### config.mk
export PLATFORM = sky130hd
export DESIGN_NAME = ram_fifo_ctrl
export DESIGN_NICKNAME = d
export VERILOG_FILES = /design/src/rtl/ram_pkg.sv /design/src/rtl/ram_fifo_outbuf.sv /design/src/rtl/ram_fifo_ctrl.sv
export SDC_FILE = /design/constraint.sdc
export NUM_CORES = 1
export LEC_CHECK = 0
export BUFFER_PORTS_ARGS = -buffer_cell sky130_fd_sc_hd__buf_4
export CORE_UTILIZATION = 59
export CTS_BUF_LIST = sky130_fd_sc_hd__clkbuf_4
export DETAILED_ROUTE_END_ITERATION = 10
export PLACE_DENSITY = 0.95
export SKIP_CTS_REPAIR_TIMING = 1
export SYNTH_ARGS = -nofsm -noshare
export SYNTH_HDL_FRONTEND = slang
export SYNTH_HIERARCHICAL = 1
export SYNTH_SLANG_ARGS = --single-unit
### constraint.sdc
create_clock -name clk -period 7.4 [get_ports clk]
set_input_delay 0.37 -clock clk [delete_from_list [all_inputs] [get_ports clk]]
set_output_delay 0.37 -clock clk [all_outputs]
set_load 0.005 [all_outputs]
### src/rtl/ram_pkg.sv
// Shared sizing for the RAM-backed FIFO: default word/address widths, depth,
// and the wrapping pointer increment used by both RAM pointers.
package ram_pkg;

  localparam int RAM_DATA_W = 8;
  localparam int RAM_ADDR_W = 6;
  localparam int RAM_DEPTH  = 2 ** RAM_ADDR_W;

  function automatic int unsigned ptr_next(input int unsigned ptr, input int unsigned depth);
    return (ptr + 32'd1 >= depth) ? 32'd0 : ptr + 32'd1;
  endfunction

endpackage

### src/rtl/ram_fifo_outbuf.sv
// 2-entry in-order skid buffer on the RAM read side; a load becomes visible the next cycle.
// Load and pop on the same edge are both honoured; the issuer guarantees no overflow.
module ram_fifo_outbuf
  import ram_pkg::*;
#(
  parameter int DATA_W = RAM_DATA_W
) (
  input  logic              clk,
  input  logic              rst_n,
  input  logic              load,
  input  logic [DATA_W-1:0] load_data,
  input  logic              pop,
  output logic [DATA_W-1:0] data,
  output logic              valid,
  output logic [1:0]        cnt
);

  logic [DATA_W-1:0] r_ent0;
  logic [DATA_W-1:0] r_ent1;
  logic [1:0]        r_cnt;
  logic              w_pop;

  assign w_pop = pop & (r_cnt != 2'd0);
  assign data  = r_ent0;
  assign valid = (r_cnt != 2'd0);
  assign cnt   = r_cnt;

  always_ff @(posedge clk or negedge rst_n) begin
    if (!rst_n) begin
      r_ent0 <= '0;
      r_ent1 <= '0;
      r_cnt  <= 2'd0;
    end else begin
      case ({load, w_pop})
        2'b10: begin
          if (r_cnt == 2'd0) r_ent0 <= load_data;
          else               r_ent1 <= load_data;
          r_cnt <= r_cnt + 2'd1;
        end
        2'b01: begin
          r_ent0 <= r_ent1;
          r_cnt  <= r_cnt - 2'd1;
        end
        2'b11: begin
          // Head leaves while a new word arrives: occupancy is unchanged.
          if (r_cnt == 2'd1) begin
            r_ent0 <= load_data;
          end else begin
            r_ent0 <= r_ent1;
            r_ent1 <= load_data;
          end
        end
        default: ;
      endcase
    end
  end

endmodule

### src/rtl/ram_fifo_ctrl.sv
// Streaming FIFO controller around an external registered-read RAM; 3-cycle in->out latency, 1 word/cycle.
// in_ready drops when the RAM holds DEPTH words; reads stall when the output buffer would overflow.
module ram_fifo_ctrl
  import ram_pkg::*;
#(
  parameter int DATA_W = RAM_DATA_W,
  parameter int ADDR_W = RAM_ADDR_W
) (
  input  logic              clk,
  input  logic              rst_n,
  input  logic [DATA_W-1:0] in_data,
  input  logic              in_valid,
  output logic              in_ready,
  output logic [DATA_W-1:0] out_data,
  output logic              out_valid,
  input  logic              out_ready,
  output logic              ram_we,
  output logic [DATA_W-1:0] ram_data,
  output logic [ADDR_W-1:0] ram_write_addr,
  output logic [ADDR_W-1:0] ram_read_addr,
  input  logic [DATA_W-1:0] ram_q,
  output logic [ADDR_W+1:0] count,
  output logic              full,
  output logic              empty
);

  localparam int unsigned     DEPTH   = 2 ** ADDR_W;
  localparam logic [ADDR_W:0] DEPTH_C = (ADDR_W + 1)'(DEPTH);

  logic [ADDR_W-1:0] r_wr_ptr;
  logic [ADDR_W-1:0] r_rd_ptr;
  logic [ADDR_W:0]   r_ram_cnt;
  logic              r_rd_pend;

  logic              w_push;
  logic              w_pop;
  logic              w_rd;
  logic              w_out_valid;
  logic [1:0]        w_ob_cnt;
  logic [2:0]        w_occ;

  assign in_ready = (r_ram_cnt < DEPTH_C);
  assign w_push   = in_valid & in_ready;
  assign w_pop    = w_out_valid & out_ready;

  // Words that will sit in the output buffer after this edge, not counting a new read.
  assign w_occ = {1'b0, w_ob_cnt} + {2'b00, r_rd_pend} - {2'b00, w_pop};
  assign w_rd  = (r_ram_cnt != '0) && (w_occ < 3'd2);

  assign ram_we         = w_push;
  assign ram_data       = in_data;
  assign ram_write_addr = r_wr_ptr;
  assign ram_read_addr  = r_rd_ptr;

  always_ff @(posedge clk or negedge rst_n) begin
    if (!rst_n) begin
      r_wr_ptr  <= '0;
      r_rd_ptr  <= '0;
      r_ram_cnt <= '0;
      r_rd_pend <= 1'b0;
    end else begin
      if (w_push) r_wr_ptr <= ADDR_W'(ptr_next(32'(r_wr_ptr), DEPTH));
      if (w_rd)   r_rd_ptr <= ADDR_W'(ptr_next(32'(r_rd_ptr), DEPTH));
      r_rd_pend <= w_rd;
      if (w_push && !w_rd)      r_ram_cnt <= r_ram_cnt + (ADDR_W + 1)'(1);
      else if (!w_push && w_rd) r_ram_cnt <= r_ram_cnt - (ADDR_W + 1)'(1);
    end
  end

  ram_fifo_outbuf #(
    .DATA_W (DATA_W)
  ) u_outbuf (
    .clk       (clk),
    .rst_n     (rst_n),
    .load      (r_rd_pend),
    .load_data (ram_q),
    .pop       (w_pop),
    .data      (out_data),
    .valid     (w_out_valid),
    .cnt       (w_ob_cnt)
  );

  assign out_valid = w_out_valid;
  assign count     = (ADDR_W + 2)'(r_ram_cnt) + (ADDR_W + 2)'(r_rd_pend) + (ADDR_W + 2)'(w_ob_cnt);
  assign full      = (r_ram_cnt == DEPTH_C);
  assign empty     = (count == '0);

endmodule
==> summary.md <==
| Metric | Value |
|---|---|
| Die Area | `4460 sq um` |
| Crit path cell chain | `inv_1, ha_1, inv_1, and2_1, ha_1, nand2b_1, fa_1, xnor2_1, o311ai_4, ha_1, inv_1, ha_1, a211o_1, nand2_1, o221ai_1, xnor2_1` |
| Area leader, netlist | `dfrtp_1` |
| WL final | `4.99 mm` |
| Crit. End Element | `flop` |
| Vias per inst | `5.80` |
| Setup TNS Final | `0 ns` |
| Vias in the first global route | `1794` |
| Drt pass-1 iters | `4` |
| GR Overflow Total | `0` |
| Clock Tree Root | `clkbuf_4` |
| VDD IR max | `0.459 mV` |
| # IOs | `61` |
| Clock Sinks | `38` |
| Ranking of synthesized cells by area | `dfrtp_1 38%, ha_1 9.1%, mux2_4 5.5%` |
| FMAX | `244 MHz` |
| Setup CP Type | `reg -> reg` |
| Die W | `66.8 um` |
| Largest net degree at the start of global routing | `39` |
| H-tree Lvls | `2` |
| DP HPWL | `3.71 mm` |
| Area growth syn-to-layout | `13.8%` |
| Worst skew pair latency | `0.34 ns` |
| Dpl ws | `3.35 ns` |
| Clock skew | `0.0107 ns` |
| Fin. Hold Viols | `0` |
| Number of synthesized register bits | `38` |
| Required time of the worst setup path | `7.64 ns` |
| Minimum clock period | `4.09 ns` |
| Post-synth ARST share | `1.00` |
| Crit-path max cell delay | `0.49 ns` |
| # diodes | `0` |
| Routability Congestion | `0.902` |
| RSZ-0062 raised after global routing | `no` |
| Leakage power | `1.33 nW` |
| Synth Cell Area | `2480 sq um` |
| Path type of the worst min-delay path | `in -> reg` |
| Seq/Total Area, Yosys | `0.384` |
| Antenna Nets Post-Route | `0` |
| Fin crit share | `0.553` |
| Mapped Cells | `241` |
| Worst path top cell family by delay | `adder cells` |
| Max Slew Vio Count | `0` |
| Worst Path Buf+Inv | `3` |
| CP max FO | `10` |
| Relative slew slack | `0.610` |
| WL/cell | `15.3 um` |
| Post-synth top area share | `0.384` |
| First-pass GRT wire length | `8.17 mm` |
| Clk slew on worst S/H paths | `0.12 ns` |
| Total track usage | `0.244` |
| Worst-Margin Slew | `0.583 ns` |
| Max cap viols | `0` |
| Post-synth EDFFs | `0` |
| Syn Area/Cell | `10.3 sq um` |
| Status | `finished, final reports clean` |
| Critical Path Slowest Stage Cell | `dfrtp_1` |
| Starting DRC count in detailed routing | `134` |
| TritonCTS buffer count | `5` |
| Fillcell total | `322` |
| Port bufs | `44` |
| Final worst slack | `3.31 ns` |
| Pwr dens | `546 nW/um^2` |
| Initial antenna violation count | `0` |
| Startpoint Class | `flop` |
| Most used flip-flop cell after synthesis | `dfrtp_1` |
| Critical path arrival | `4.33 ns` |
| Net count, final | `319` |
| FP Rows | `23` |
| Count of cell types in the netlist | `42` |
| Core ar. | `4030 sq um` |
| Total number of vias | `1897` |
| Fraction of layout instances using a drive strength above 1 | `0.260` |
| Synth warn | `6` |
| R2R setup slack | `3.31 ns` |
| Drt drc | `0` |
| Max clock buf depth | `2` |
| Die Height | `66.8 um` |
| Initial core utilization | `0.615` |
| Most numerous cell on the critical path | `ha_1` |
| Syn nets | `283` |
| TritonCTS clock tree | `done` |
| Setup violators final | `0` |
placed cells by master (no fill, tap or decap), types with 8 or more instances in the layout:
cell and n:
a21o_1 8, dfrtp_1 38, nand2_1 11, o21ai_0 11, nor2_1 13, mux2_4 9, nand3_1 13, buf_4 44
inv_1 11, xnor2_1 12, a31oi_1 12, ha_1 18
area by class of cell:
| type | count | area [sq um] | area share |
|---|---|---|---|
| clock buffer | 5 | 37.5 | 0.0133 |
| clock inverter | 2 | 10.0 | 0.00355 |
| inverter | 12 | 45.0 | 0.0160 |
| multi-input combinational | 175 | 1370 | 0.487 |
| sequential | 38 | 951 | 0.337 |
| tap | 50 | 62.6 | 0.0222 |
| timing repair buffer | 45 | 340 | 0.121 |
through the flow:
step	utilization	cell area (sq um)	cells	total power, mW	hold WS [ns]
after floorplan	-	2480	241	1.14	0.0744
after global placement	0.686	2760	319	1.39	0.357
after detailed placement	0.686	2760	319	1.43	0.364
after CTS	0.698	2810	326	1.54	-0.0194
after global routing	0.700	2820	327	1.67	0.248
final	0.700	2820	327	1.54	0.267
flip-flops by register name, summed over array words and instances (netlist names):
signal / count
u_outbuf/r_ent1: 8
r_ram_cnt: 7
r_rd_pend: 1
u_outbuf/cnt: 2
ram_read_addr: 6
ram_write_addr: 6
u_outbuf/data: 8
cells in the mapped netlist, types with 2 or more instances:
master     n
nand3_1   13
and3_1     6
a21oi_1    7
a22o_1     2
a211o_1    2
nand2b_1   4
nor2b_1    5
o21a_1     2
or2_2      2
dfrtp_1   38
nor4_1     2
a31oi_1   12
ha_1      18
buf_4      9
mux2_2     5
or3_1      2
inv_1     11
o21ai_0   11
clkbuf_1   5
a22oi_1    2
xnor2_1   12
buf_6      2
xor2_1     6
mux2_4     9
nand2_1   11
nor3_1     5
nor2_1    13
a21o_1     8
fa_1       4
worst register-to-register path, cell delays in order (launching register included):
cell	delay (ns)
dfrtp_1	0.49
inv_1	0.15
ha_1	0.25
inv_1	0.07
and2_1	0.18
ha_1	0.29
nand2b_1	0.16
fa_1	0.40
xnor2_1	0.30
o311ai_4	0.24
ha_1	0.28
inv_1	0.22
ha_1	0.34
a211o_1	0.30
nand2_1	0.08
o221ai_1	0.12
xnor2_1	0.15
cell families (layout without fill, tap and decap cells):
family          after synthesis  in the layout  synth area share
buf+inv                      28             64            0.0621
fa+ha+maj                    22             22             0.123
xor+xnor                     18             18            0.0636
simple gates                 70             70             0.148
mux                          14             14            0.0772
flops                        38             38             0.384
compound gates               51             51             0.142
worst paths after layout:
kind	startpoint	endpoint	cells after the start
worst max-delay path	u_outbuf/cnt[1]	r_ram_cnt[6]	16
worst min-delay path	ram_q[3]	u_outbuf/r_ent1[3]	2
worst max register to register	u_outbuf/cnt[1]	r_ram_cnt[6]	16
worst min register to register	ram_write_addr[2]	ram_write_addr[2]	1
max in group asynchronous	rst_n	r_ram_cnt[4]	2
min in group asynchronous	rst_n	ram_write_addr[1]	2
power breakdown:
part	internal (mW)	leakage [nW]	switching [mW]	total, mW
clock network	0.0342	0.0308	0.0670	0.101
logic	0.517	0.849	0.474	0.991
registers	0.318	0.447	0.129	0.447
layer usage:
layer  track usage  wire length [um]  vias up  part of all wire
li1              -                 -      921                 -
met1         0.314              2140      912              0.43
met2         0.415              2550       59              0.51
met3        0.0548               247        5             0.050
met4        0.0532                49        0            0.0098
met5             0                 0        -                 0
(Power assumes the default switching activity.)
